<file path="src/rtl/sic_issue_queue_if.sv">
// Issue-queue bus between an upstream decoder and the sub-SICs.
// Purpose: bundles the enqueue handshake, per-sub request/packet lanes,
//          flush and occupancy so the queue and its neighbours share one
//          definition of sic_packet_t.
// Signals: enq_valid/enq_ready/enq_pkt/enq_sub  enqueue handshake
//          sub_req[NUM_SUBS]                    per-sub req_instr
//          sub_pkt[NUM_SUBS]                    per-sub registered packet
//          flush                                discard everything queued
//          count                                occupied entries
// Modports: master = producer/consumer side, slave = the issue queue.
interface sic_issue_queue_if #(
  parameter int NUM_PHY_REGS = 64,
  parameter int NUM_ECRS     = 4,
  parameter int ID_WIDTH     = 8,
  parameter int DEPTH        = 4,
  parameter int NUM_SUBS     = 3
);
  localparam int PREG_W = (NUM_PHY_REGS > 1) ? $clog2(NUM_PHY_REGS) : 1;
  localparam int ECR_W  = (NUM_ECRS > 1) ? $clog2(NUM_ECRS) : 1;
  localparam int SUB_W  = (NUM_SUBS > 1) ? $clog2(NUM_SUBS) : 1;
  localparam int CNT_W  = $clog2(DEPTH + 1);

  typedef struct packed {
    logic              valid;
    logic [ID_WIDTH-1:0] id;
    logic [PREG_W-1:0] dst;
    logic [PREG_W-1:0] src1;
    logic [PREG_W-1:0] src2;
    logic [ECR_W-1:0]  ecr;
  } sic_packet_t;

  logic                         enq_valid;
  logic                         enq_ready;
  sic_packet_t                  enq_pkt;
  logic [SUB_W-1:0]             enq_sub;
  logic [NUM_SUBS-1:0]          sub_req;
  sic_packet_t [NUM_SUBS-1:0]   sub_pkt;
  logic                         flush;
  logic [CNT_W-1:0]             count;

  modport master (
    output enq_valid, enq_pkt, enq_sub, sub_req, flush,
    input  enq_ready, sub_pkt, count
  );

  modport slave (
    input  enq_valid, enq_pkt, enq_sub, sub_req, flush,
    output enq_ready, sub_pkt, count
  );
endinterface

</file>
<file path="src/rtl/sic_issue_queue.sv">
// In-order issue buffer in front of the sub-SICs of one SIC.
// Purpose: queues decoded packets tagged with a target sub-unit and hands
//          the head packet to its sub-SIC as a one-cycle registered pulse
//          while that sub requests and is not already holding a pulse.
// Ports:   clk, rst_n (async active-low)
//          io (slave modport of sic_issue_queue_if): enqueue handshake,
//          per-sub req/packet lanes, flush, occupancy count.
module sic_issue_queue #(
  parameter int SIC_ID       = 0,
  parameter int NUM_PHY_REGS = 64,
  parameter int NUM_ECRS     = 4,
  parameter int ID_WIDTH     = 8,
  parameter int DEPTH        = 4,
  parameter int NUM_SUBS     = 3
) (
  input  logic               clk,
  input  logic               rst_n,
  sic_issue_queue_if.slave   io
);
  localparam int PREG_W = (NUM_PHY_REGS > 1) ? $clog2(NUM_PHY_REGS) : 1;
  localparam int ECR_W  = (NUM_ECRS > 1) ? $clog2(NUM_ECRS) : 1;
  localparam int SUB_W  = (NUM_SUBS > 1) ? $clog2(NUM_SUBS) : 1;
  localparam int PTR_W  = $clog2(DEPTH);
  localparam int CNT_W  = $clog2(DEPTH + 1);

  if (DEPTH < 2 || (DEPTH & (DEPTH - 1)) != 0) begin : g_bad_depth
    $error("sic_issue_queue: DEPTH must be a power of two >= 2");
  end
  if (NUM_SUBS < 1) begin : g_bad_subs
    $error("sic_issue_queue: NUM_SUBS must be >= 1");
  end

  // Same layout as the interface packet so whole-packet assignments line up.
  typedef struct packed {
    logic              valid;
    logic [ID_WIDTH-1:0] id;
    logic [PREG_W-1:0] dst;
    logic [PREG_W-1:0] src1;
    logic [PREG_W-1:0] src2;
    logic [ECR_W-1:0]  ecr;
  } pkt_t;

  pkt_t [DEPTH-1:0]       mem_q, mem_d;
  logic [DEPTH-1:0][SUB_W-1:0] sub_mem_q, sub_mem_d;
  logic [PTR_W-1:0]       rd_ptr_q, rd_ptr_d;
  logic [PTR_W-1:0]       wr_ptr_q, wr_ptr_d;
  logic [CNT_W-1:0]       count_q, count_d;
  pkt_t [NUM_SUBS-1:0]    sub_pkt_q, sub_pkt_d;

  logic             enq_ready;
  logic             enq_fire;
  logic             enq_store;
  logic             deq_fire;
  logic             req_hit;
  logic             busy_hit;
  logic [SUB_W-1:0] head_sub;
  pkt_t             head_out;

  // Parameters/bits that exist only for debug or are deliberately ignored.
  logic unused_bits;
  assign unused_bits = io.enq_pkt.valid ^ SIC_ID[0];

  // Full is decided from the occupancy count only, never from a same-cycle dequeue.
  assign enq_ready    = (count_q != CNT_W'(DEPTH));
  assign io.enq_ready = enq_ready;
  assign io.count     = count_q;
  assign io.sub_pkt   = sub_pkt_q;

  // Next-state logic: enqueue into the tail, dispatch the head when its sub
  // requests and has no pulse in flight; flush overrides everything.
  always_comb begin
    mem_d     = mem_q;
    sub_mem_d = sub_mem_q;
    rd_ptr_d  = rd_ptr_q;
    wr_ptr_d  = wr_ptr_q;
    count_d   = count_q;
    sub_pkt_d = '0;
    head_sub  = sub_mem_q[rd_ptr_q];
    head_out  = mem_q[rd_ptr_q];
    head_out.valid = 1'b1;
    req_hit   = 1'b0;
    busy_hit  = 1'b0;

    for (int i = 0; i < NUM_SUBS; i++) begin
      if (head_sub == SUB_W'(i)) begin
        req_hit  = io.sub_req[i];
        busy_hit = sub_pkt_q[i].valid;
      end
    end

    enq_fire  = io.enq_valid && enq_ready && !io.flush;
    // Out-of-range targets complete the handshake but are dropped on the floor.
    enq_store = enq_fire && ({1'b0, io.enq_sub} < (SUB_W + 1)'(NUM_SUBS));
    deq_fire  = (count_q != '0) && !io.flush && req_hit && !busy_hit;

    if (io.flush) begin
      rd_ptr_d = '0;
      wr_ptr_d = '0;
      count_d  = '0;
    end else begin
      if (enq_store) begin
        mem_d[wr_ptr_q]     = io.enq_pkt;
        sub_mem_d[wr_ptr_q] = io.enq_sub;
        wr_ptr_d            = wr_ptr_q + PTR_W'(1);
      end
      if (deq_fire) begin
        for (int i = 0; i < NUM_SUBS; i++) begin
          if (head_sub == SUB_W'(i)) begin
            sub_pkt_d[i] = head_out;
          end
        end
        rd_ptr_d = rd_ptr_q + PTR_W'(1);
      end
      count_d = count_q + CNT_W'(enq_store) - CNT_W'(deq_fire);
    end
  end

  // State register; entry storage is cleared too so reset leaves no stale data.
  always_ff @(posedge clk or negedge rst_n) begin
    if (!rst_n) begin
      mem_q     <= '0;
      sub_mem_q <= '0;
      rd_ptr_q  <= '0;
      wr_ptr_q  <= '0;
      count_q   <= '0;
      sub_pkt_q <= '0;
    end else begin
      mem_q     <= mem_d;
      sub_mem_q <= sub_mem_d;
      rd_ptr_q  <= rd_ptr_d;
      wr_ptr_q  <= wr_ptr_d;
      count_q   <= count_d;
      sub_pkt_q <= sub_pkt_d;
    end
  end
endmodule

</file>
<file path="src/flat_wrapper.sv">
// flat-port wrapper written by rule: the top's interface ports become plain ports
module sic_issue_queue_flat 
#(
  parameter int SIC_ID       = 0,
  parameter int NUM_PHY_REGS = 64,
  parameter int NUM_ECRS     = 4,
  parameter int ID_WIDTH     = 8,
  parameter int DEPTH        = 4,
  parameter int NUM_SUBS     = 3
)
  (clk, rst_n, io_enq_valid, io_enq_pkt, io_enq_sub, io_sub_req, io_flush, io_enq_ready, io_sub_pkt, io_count);
  sic_issue_queue_if #(.NUM_PHY_REGS(NUM_PHY_REGS), .NUM_ECRS(NUM_ECRS), .ID_WIDTH(ID_WIDTH), .DEPTH(DEPTH), .NUM_SUBS(NUM_SUBS)) io_i ();
  input  logic clk;
  input  logic rst_n;
  input wire logic [$bits(io_i.enq_valid)-1:0] io_enq_valid;
  input wire logic [$bits(io_i.enq_pkt)-1:0] io_enq_pkt;
  input wire logic [$bits(io_i.enq_sub)-1:0] io_enq_sub;
  input wire logic [$bits(io_i.sub_req)-1:0] io_sub_req;
  input wire logic [$bits(io_i.flush)-1:0] io_flush;
  output wire logic [$bits(io_i.enq_ready)-1:0] io_enq_ready;
  output wire logic [$bits(io_i.sub_pkt)-1:0] io_sub_pkt;
  output wire logic [$bits(io_i.count)-1:0] io_count;
  assign io_i.enq_valid = io_enq_valid;
  assign io_i.enq_pkt = io_enq_pkt;
  assign io_i.enq_sub = io_enq_sub;
  assign io_i.sub_req = io_sub_req;
  assign io_i.flush = io_flush;
  assign io_enq_ready = io_i.enq_ready;
  assign io_sub_pkt = io_i.sub_pkt;
  assign io_count = io_i.count;
  sic_issue_queue #(.SIC_ID(SIC_ID), .NUM_PHY_REGS(NUM_PHY_REGS), .NUM_ECRS(NUM_ECRS), .ID_WIDTH(ID_WIDTH), .DEPTH(DEPTH), .NUM_SUBS(NUM_SUBS)) u_core (.clk(clk), .rst_n(rst_n), .io(io_i));
endmodule
</file>
<file path="config.mk">
export PLATFORM = sky130hd
export DESIGN_NAME = sic_issue_queue_flat
export DESIGN_NICKNAME = d
export VERILOG_FILES = /design/src/rtl/sic_issue_queue_if.sv /design/src/rtl/sic_issue_queue.sv /design/src/flat_wrapper.sv
export SDC_FILE = /design/constraint.sdc
export NUM_CORES = 1
export LEC_CHECK = 0
export CORE_AREA = 2 2 136 125
export DETAILED_ROUTE_END_ITERATION = 8
export DIE_AREA = 0 0 138 127
export PLACE_DENSITY = 0.78
export SLEW_MARGIN = 30
export SYNTH_ARGS = -nofsm -noshare
export SYNTH_HDL_FRONTEND = slang
export SYNTH_SLANG_ARGS = --single-unit
</file>
<file path="constraint.sdc">
create_clock -name clk -period 3.69 [get_ports clk]
set_clock_uncertainty 0.15 [all_clocks]
set_input_delay 0.5535 -clock clk [delete_from_list [all_inputs] [get_ports clk]]
set_output_delay 0.5535 -clock clk [all_outputs]
set_load 0.02 [all_outputs]
</file>
==> impl_metrics.env, run 1 <==
export IMPL_synth_avg_cell_area_um2=15.8
export IMPL_cts_buffer_depth=3
export IMPL_static_leakage_power_uw=0.00496
export IMPL_worst_ir_drop_vdd_uv=358
export IMPL_p_int_uw=5180
export IMPL_detail_route_vias_per_cell=5.40
export IMPL_hold_viol=0
export IMPL_cts_made_buffers=22
export IMPL_grt_pass1_vias=5378
export IMPL_switching_portion_of_total_power_pct=27.4
export IMPL_maxClockFrequency_ghz=0.324
export IMPL_floorplan_die_width_um=138
export IMPL_cts_num_sinks=214
export IMPL_max_slew_worst_pin_slew_ns=0.702
export IMPL_floorplan_initialDensity_pct=53.3
export IMPL_timing_critical_path_fanout_max=15
export IMPL_pin_count_of_the_biggest_net_entering_global_routing=77
export IMPL_comb_power_share_pct=24.5
export IMPL_first_pass_grt_wire_length_mm=28.7
export IMPL_io_pin_count=129
export IMPL_final_worst_path_cycle_share_pct=83.6
export IMPL_synth_lib_cells_used_distinct=38
export IMPL_powerDensity_nw_per_um2=669
export IMPL_insertion_delay_ns=0.49
export IMPL_setup_viol_count_final=0
export IMPL_die_y_um=127
export IMPL_drv_cap=0
export IMPL_hold_slack_ns=0.351
export IMPL_power_sequential_fraction_pct=45.7
export IMPL_crit_path_start_kind="flip-flop"
export IMPL_report_final_slew_viol_count=0
export IMPL_hold_class="flip-flop to flip-flop"
export IMPL_antenna_found_initial=0
export IMPL_fraction_of_registers_with_async_set_reset_pct=100
export IMPL_synthCells=539
export IMPL_number_of_nets_still_failing_antenna_checks_after_routing=0
export IMPL_post_place_ws_ns=0.333
export IMPL_synth_warnings=0
export IMPL_cts_root_buf="sky130_fd_sc_hd__clkbuf_16"
export IMPL_synth_seq_cells=214
export IMPL_totalNegativeSetupSlack_ns=0
export IMPL_fin_nets=713
export IMPL_synth_enable_flop_cells=0
export IMPL_drive_above_1_share_pct=31.0
export IMPL_summed_instance_area_of_the_synthesized_netlist_um2=8510
export IMPL_number_of_nets_in_the_synthesized_netlist=584
export IMPL_timing_critical_path_to_type="flip-flop"
export IMPL_status="finished, final reports clean"
export IMPL_design_die_area_um2=17500
export IMPL_required_ns=3.89
export IMPL_grt_use_total_pct=20.5
export IMPL_post_route_worst_setup_slack_ns=0.604
export IMPL_yosys_most_used_dff="sky130_fd_sc_hd__dfrtp_1"
export IMPL_dr_pass1_iters=4
export IMPL_area_growth_syn_to_fin_pct=25.5
export IMPL_final_core_util_pct=66.9
export IMPL_timing_slew_headroom_pct=53.1
export IMPL_htree_num_levels=1
export IMPL_routed_wire_length_per_instance_um=19.6
export IMPL_part_of_the_total_power_dissipated_in_the_clock_network_pct=29.8
export IMPL_antenna_cells_inserted=0
export IMPL_num_rows=44
export IMPL_power_net_switching_uw=1960
export IMPL_globalRoute_totalOverflow=0
export IMPL_worstSetupPathType="flip-flop to flip-flop"
export IMPL_postCtsSetupBuffers=0
export IMPL_core_area_um2=16000
export IMPL_nFillCells=1115
export IMPL_num_vias=4809
export IMPL_clk_pin_slew_ns=0.06
export IMPL_cts_tree="yes"
export IMPL_hpwlAfterDp_mm=10.9
export IMPL_drt_initial_drc_count=231
export IMPL_gp_congestion=0.744
export IMPL_rsz0062_at_grt="no"
export IMPL_routed_wirelength_mm=17.5
export IMPL_finalCriticalPeriod_ns=3.09
export IMPL_ys_seq_area_share_pct=62.9
export IMPL_worstPathArrival_ns=3.29
export IMPL_remaining_drc_errors=0
export IMPL_place_port_buffers=127
==> synthesized netlist by cell type (2+ instances only) <==
master / count / area, um^2
sky130_fd_sc_hd__clkbuf_1: 8 / 30.0
sky130_fd_sc_hd__mux2_2: 121 / 1360
sky130_fd_sc_hd__inv_1: 8 / 30.0
sky130_fd_sc_hd__mux2i_1: 2 / 20.0
sky130_fd_sc_hd__dfrtp_1: 214 / 5360
sky130_fd_sc_hd__nand3b_1: 2 / 15.0
sky130_fd_sc_hd__ha_1: 6 / 75.1
sky130_fd_sc_hd__buf_6: 5 / 56.3
sky130_fd_sc_hd__nand2_1: 9 / 33.8
sky130_fd_sc_hd__nor2_1: 4 / 15.0
sky130_fd_sc_hd__and3_1: 28 / 175
sky130_fd_sc_hd__buf_4: 2 / 15.0
sky130_fd_sc_hd__mux4_2: 30 / 676
sky130_fd_sc_hd__buf_2: 19 / 95.1
sky130_fd_sc_hd__nand3_1: 2 / 10.0
sky130_fd_sc_hd__and2_1: 56 / 350
sky130_fd_sc_hd__nor2_4: 2 / 22.5
==> path summary, 6_finish.rpt <==
kind / start / end / slack [ns] / depth (start not counted)
worst min-delay path: u_core.mem_q[82] / u_core.mem_q[82] / 0.35 / 1
worst max-delay path: u_core.rd_ptr_q[0] / u_core.io.count[2] / 0.60 / 11
min in group asynchronous: rst_n / u_core.mem_q[12] / 0.51 / 2
worst max register to register: u_core.rd_ptr_q[0] / u_core.io.count[2] / 0.60 / 11
worst min register to register: u_core.mem_q[82] / u_core.mem_q[82] / 0.35 / 1
max in group asynchronous: rst_n / u_core.io.sub_pkt[44] / 1.99 / 3
==> final cells by class <==
cell class	instances	area [um^2]	share of cell area, %
Sequential cell	214	5360	50.2
Inverter	8	30.0	0.281
Clock inverter	11	80.1	0.750
Clock buffer	29	628	5.88
Timing Repair Buffer	139	1380	12.9
Tap cell	207	259	2.42
Multi-Input combinational cell	283	2950	27.6
==> per-layer routing <==
metal  wire length [um]  track usage, %  part of all wire (%)  up-vias
li1                   -               -                     -     2151
met5                  0               0                     0        -
met2               9020            36.1                    52      117
met4                434            6.60                   2.5        0
met1               7370            26.7                    42     2517
met3                660            2.89                   3.8       24
==> power groups by stage <==
stage | logic [uW] | registers (uW) | clock network (uW)
final | 1750 | 3260 | 2130
after floorplan | 1160 | 3270 | 0
after global routing | 1900 | 3340 | 2270
after detailed placement | 1760 | 3300 | 0
after global placement | 1690 | 3240 | 0
after CTS | 1780 | 3260 | 2170
==> what timing repair did <==
item	CTS	global route
hold buffers	1	0
hold endpoints to repair	73	0
gates resized for setup	0	0
setup endpoints to repair	0	0
==> placed cells by master (no fill, tap or decap), types with 3 or more instances in the layout <==
cell / synthesis / routed
sky130_fd_sc_hd__and3_1: 28 / 28
sky130_fd_sc_hd__ha_1: 6 / 6
sky130_fd_sc_hd__clkbuf_8: 0 / 4
sky130_fd_sc_hd__inv_1: 8 / 8
sky130_fd_sc_hd__nor2_1: 4 / 4
sky130_fd_sc_hd__clkdlybuf4s50_1: 0 / 126
sky130_fd_sc_hd__mux4_2: 30 / 30
sky130_fd_sc_hd__buf_4: 2 / 10
sky130_fd_sc_hd__clkinv_2: 0 / 10
sky130_fd_sc_hd__nand2_1: 9 / 5
sky130_fd_sc_hd__and2_1: 56 / 56
sky130_fd_sc_hd__nand2_2: 0 / 4
sky130_fd_sc_hd__clkbuf_16: 0 / 23
sky130_fd_sc_hd__mux2_2: 121 / 121
sky130_fd_sc_hd__clkbuf_1: 8 / 3
sky130_fd_sc_hd__dfrtp_1: 214 / 212
==> state kept, by name, summed over array words and instances (netlist names) <==
signal and cells:
u_core.mem_q 112, u_core.io.sub_pkt 87, u_core.io.count 3, u_core.sub_mem_q 8
u_core.rd_ptr_q 2, u_core.wr_ptr_q 2
==> worst max-delay path, cell delays in order (launching register included) <==
cell	delay [ns]
sky130_fd_sc_hd__dfrtp_2	0.62
sky130_fd_sc_hd__mux4_2	0.64
sky130_fd_sc_hd__nor4_4	0.19
sky130_fd_sc_hd__nand2_1	0.15
sky130_fd_sc_hd__nand2_1	0.10
sky130_fd_sc_hd__ha_1	0.22
sky130_fd_sc_hd__inv_1	0.06
sky130_fd_sc_hd__ha_1	0.13
sky130_fd_sc_hd__inv_1	0.05
sky130_fd_sc_hd__fa_1	0.40
sky130_fd_sc_hd__xnor2_1	0.17
sky130_fd_sc_hd__nor2_1	0.06
==> kinds of logic after synthesis <==
| kind of cell | after synthesis | share of synthesized area (%) |
|---|---|---|
| AOI/OAI and AO/OA | 8 | 0.647 |
| xor gates and xnor gates | 2 | 0.206 |
| adders and majority gates | 7 | 1.12 |
| buffers and inverters | 42 | 2.66 |
| DFF | 214 | 62.9 |
| muxes | 153 | 24.2 |
| and+or+nand+nor | 113 | 8.26 |
==> per-stage QoR <==
step	cell area [um^2]	instances	total power, uW
finish	10700	891	7140
CTS	10700	891	7210
floorplan	8510	539	4440
global route	10700	891	7510
global placement	9960	850	4920
detailed placement	9960	850	5060
No activity file was read; power rests on OpenSTA's default activity.
==> run 2, diff against run 1 <==
--- a/config.mk
+++ b/config.mk
@@ -5,10 +5,10 @@
 export SDC_FILE = /design/constraint.sdc
 export NUM_CORES = 1
 export LEC_CHECK = 0
-export CORE_AREA = 2 2 136 125
+export CORE_AREA = 2 2 142 131
 export DETAILED_ROUTE_END_ITERATION = 8
-export DIE_AREA = 0 0 138 127
-export PLACE_DENSITY = 0.78
+export DIE_AREA = 0 0 144 133
+export PLACE_DENSITY = 0.75
 export SLEW_MARGIN = 30
 export SYNTH_ARGS = -nofsm -noshare
 export SYNTH_HDL_FRONTEND = slang
==> constraint.sdc (replaced) <==
create_clock -name clk -period 2.65 [get_ports clk]
set_clock_uncertainty 0.15 [all_clocks]
set_input_delay 0.3975 -clock clk [delete_from_list [all_inputs] [get_ports clk]]
set_output_delay 0.3975 -clock clk [all_outputs]
set_load 0.02 [all_outputs]
==> run 2 against run 1 <==
Sequential power grew 38%. Via count grew 1.8%. Count of clock-buffer cells in the layout shrank 1. Setup slack lost 0.57 ns. Routed wire length grew 2.9%. Utilization shrank 4.6 points. Register-to-register slack lost 0.57 ns. Die area grew 9.3%. Sequential cell count is the same. Final area grew 3.9%. Sequential share of layout area shrank 1.9 points. Critical path type unchanged. Critical endpoint is now u_core.io.count[1].
==> impl_metrics.env, run 2 (synthesized netlist as in run 1, its figures left out) <==
export IMPL_status="finished, final reports clean"
export IMPL_num_vias=4897
export IMPL_maxClockFrequency_ghz=0.383
export IMPL_antenna_found_initial=1
export IMPL_htree_num_levels=1
export IMPL_antenna_cells_inserted=0
export IMPL_timing_reg2reg_worst_path_depth=11
export IMPL_r2r_slack_ns=0.04
export IMPL_grt_pass1_vias=5485
export IMPL_final_core_util_pct=62.3
export IMPL_power_net_switching_uw=2800
export IMPL_p_int_uw=7490
export IMPL_final_common_cell="sky130_fd_sc_hd__dfrtp_1"
export IMPL_critical_path_top_delay_family="adder cells"
export IMPL_grt_use_total_pct=19.9
export IMPL_routed_wire_length_per_instance_um=18.9
export IMPL_powerDensity_nw_per_um2=927
export IMPL_floorplan_die_width_um=144
export IMPL_worstSetupPathType="flip-flop to flip-flop"
export IMPL_worstSetupStartpoint="u_core.rd_ptr_q[0]"
export IMPL_cts_num_sinks=214
export IMPL_worst_ir_drop_vdd_uv=593
export IMPL_fin_nets=735
export IMPL_detail_route_vias_per_cell=5.15
export IMPL_most_flops_register="u_core.mem_q"
export IMPL_worstPathArrival_ns=2.85
export IMPL_pin_count_of_the_biggest_net_entering_global_routing=81
export IMPL_hold_slack_ns=0.345
export IMPL_final_worst_path_cycle_share_pct=98.6
export IMPL_gp_congestion=0.774
export IMPL_rsz0062_at_grt="yes"
export IMPL_cts_root_buf="sky130_fd_sc_hd__clkbuf_16"
export IMPL_crit_path_cell_trace="buf_6 > mux4_2 > nor3_2 > o21ai_2 > nand2_2 > ha_4 > inv_4 > ha_4 > inv_2 > fa_2 > nor2_1"
export IMPL_required_ns=2.89
export IMPL_cts_tree="yes"
export IMPL_number_of_flip_flops_under_the_largest_register_name=112
export IMPL_switching_portion_of_total_power_pct=27.2
export IMPL_instances_no_fill=951
export IMPL_part_of_the_total_power_dissipated_in_the_clock_network_pct=30.4
export IMPL_drt_initial_drc_count=227
export IMPL_timing_critical_path_fanout_max=4
export IMPL_comb_power_share_pct=25.8
export IMPL_static_leakage_power_uw=0.00514
export IMPL_cts_made_buffers=22
export IMPL_hold_class="input port to asynchronous set/reset pin"
export IMPL_die_y_um=133
export IMPL_area_growth_syn_to_fin_pct=30.5
export IMPL_routed_wirelength_mm=18.0
export IMPL_crit_end="u_core.io.count[1]"
export IMPL_critical_path_depth=11
export IMPL_post_place_ws_ns=-0.480
export IMPL_number_of_nets_still_failing_antenna_checks_after_routing=0
export IMPL_timing_critical_path_to_type="flip-flop"
export IMPL_critical_path_most_common_cell="sky130_fd_sc_hd__ha_4"
export IMPL_drv_cap=0
export IMPL_placedCellCount=907
export IMPL_insertion_delay_ns=0.50
export IMPL_timing_rr_end="u_core.io.count[1]"
export IMPL_power_sequential_fraction_pct=43.9
export IMPL_cts_buffer_depth=3
export IMPL_cp_buffers_inverters=3
export IMPL_timing_slew_headroom_pct=55.6
export IMPL_drive_above_1_share_pct=34.7
export IMPL_post_route_worst_setup_slack_ns=0.0373
export IMPL_commonest_non_fill_non_tap_cells_in_the_layout="sky130_fd_sc_hd__dfrtp_1 (212), sky130_fd_sc_hd__clkdlybuf4s50_1 (126), sky130_fd_sc_hd__mux2_2 (121), sky130_fd_sc_hd__and2_1 (56), sky130_fd_sc_hd__mux4_2 (30)"
export IMPL_dr_pass1_iters=4
export IMPL_globalRoute_totalOverflow=0
export IMPL_first_pass_grt_wire_length_mm=29.5
export IMPL_crit_path_start_kind="flip-flop"
export IMPL_regToRegStartpoint="u_core.rd_ptr_q[0]"
export IMPL_clk_pin_slew_ns=0.06
export IMPL_floorplan_initialDensity_pct=47.8
export IMPL_setup_viol_count_final=0
export IMPL_place_port_buffers=127
export IMPL_cpPeakStageDelay_ns=0.55
export IMPL_report_final_slew_viol_count=0
export IMPL_io_pin_count=129
export IMPL_design_die_area_um2=19200
export IMPL_hpwlAfterDp_mm=11.9
export IMPL_core_area_um2=17800
export IMPL_num_rows=47
export IMPL_max_slew_worst_pin_slew_ns=0.667
export IMPL_crit_path_top_delay_cell="sky130_fd_sc_hd__mux4_2"
export IMPL_remaining_drc_errors=0
export IMPL_finalCriticalPeriod_ns=2.61
export IMPL_hold_viol=0
[run 2: cell types whose count changed in the layout (fill, tap and decap cells not counted), moves of 2 or more]
cell	change
sky130_fd_sc_hd__buf_12	+9
sky130_fd_sc_hd__buf_4	+12
sky130_fd_sc_hd__clkbuf_1	-2
sky130_fd_sc_hd__clkinv_2	-2
sky130_fd_sc_hd__ha_1	-2
sky130_fd_sc_hd__ha_4	+2
sky130_fd_sc_hd__inv_1	-2
sky130_fd_sc_hd__nand2_1	-2
sky130_fd_sc_hd__nand2_2	+2
[run 2: stage by stage]
stage               cell area, um^2  power, uW  TNS, ns
floorplan                      8520       6190   -0.235
global placement              10300       6950   -0.668
detailed placement            10300       7160   -0.885
CTS                           11100      10400  -0.0587
global route                  11100      10800  -0.0840
finish                        11100      10300        0
[run 2: power groups by stage]
stage | registers (uW) | clock network [uW] | logic, uW
floorplan | 4560 | 0 | 1630
CTS | 4520 | 3180 | 2660
detailed placement | 4570 | 0 | 2590
finish | 4510 | 3130 | 2650
global placement | 4480 | 0 | 2470
global route | 4610 | 3320 | 2890
[run 2: area by class of cell]
type                    count  area (um^2)
fillers                  1331         6720
flip-flops and latches    214         5360
multi-input cells         283         2990
repair buffers            161         1660
clock buffers              28          634
well taps                 245          307
clock inverters            12          116
inverters                   8         32.5
[run 2: repair_timing]
action / CTS / global route
resized for setup: 8 / 3
hold buffers: 1 / 0
cloned: 0 / 0
hold endpoints to repair: 76 / 0
setup buffers: 2 / 1
pin swaps: 5 / 1
endpoints found under the setup margin: 1 / 2
[run 2: per-layer routing]
layer / track usage, % / part of all wire, %
met1: 26.2 / 42
met4: 4.63 / 1.8
met2: 34.8 / 52
met5: 0 / 0.072
met3: 3.11 / 4.1
[run 2: worst min path at each step]
| stage | cells past startpoint | to | from |
|---|---|---|---|
| after floorplan | 0 | u_core.io.count[0] | rst_n |
| after detailed placement | 1 | u_core.io.sub_pkt[41] | rst_n |
| final | 2 | u_core.io.sub_pkt[39] | rst_n |
| after CTS | 1 | u_core.mem_q[74] | u_core.mem_q[74] |
| after global placement | 1 | u_core.io.sub_pkt[10] | rst_n |
| after global routing | 1 | u_core.mem_q[114] | u_core.mem_q[114] |
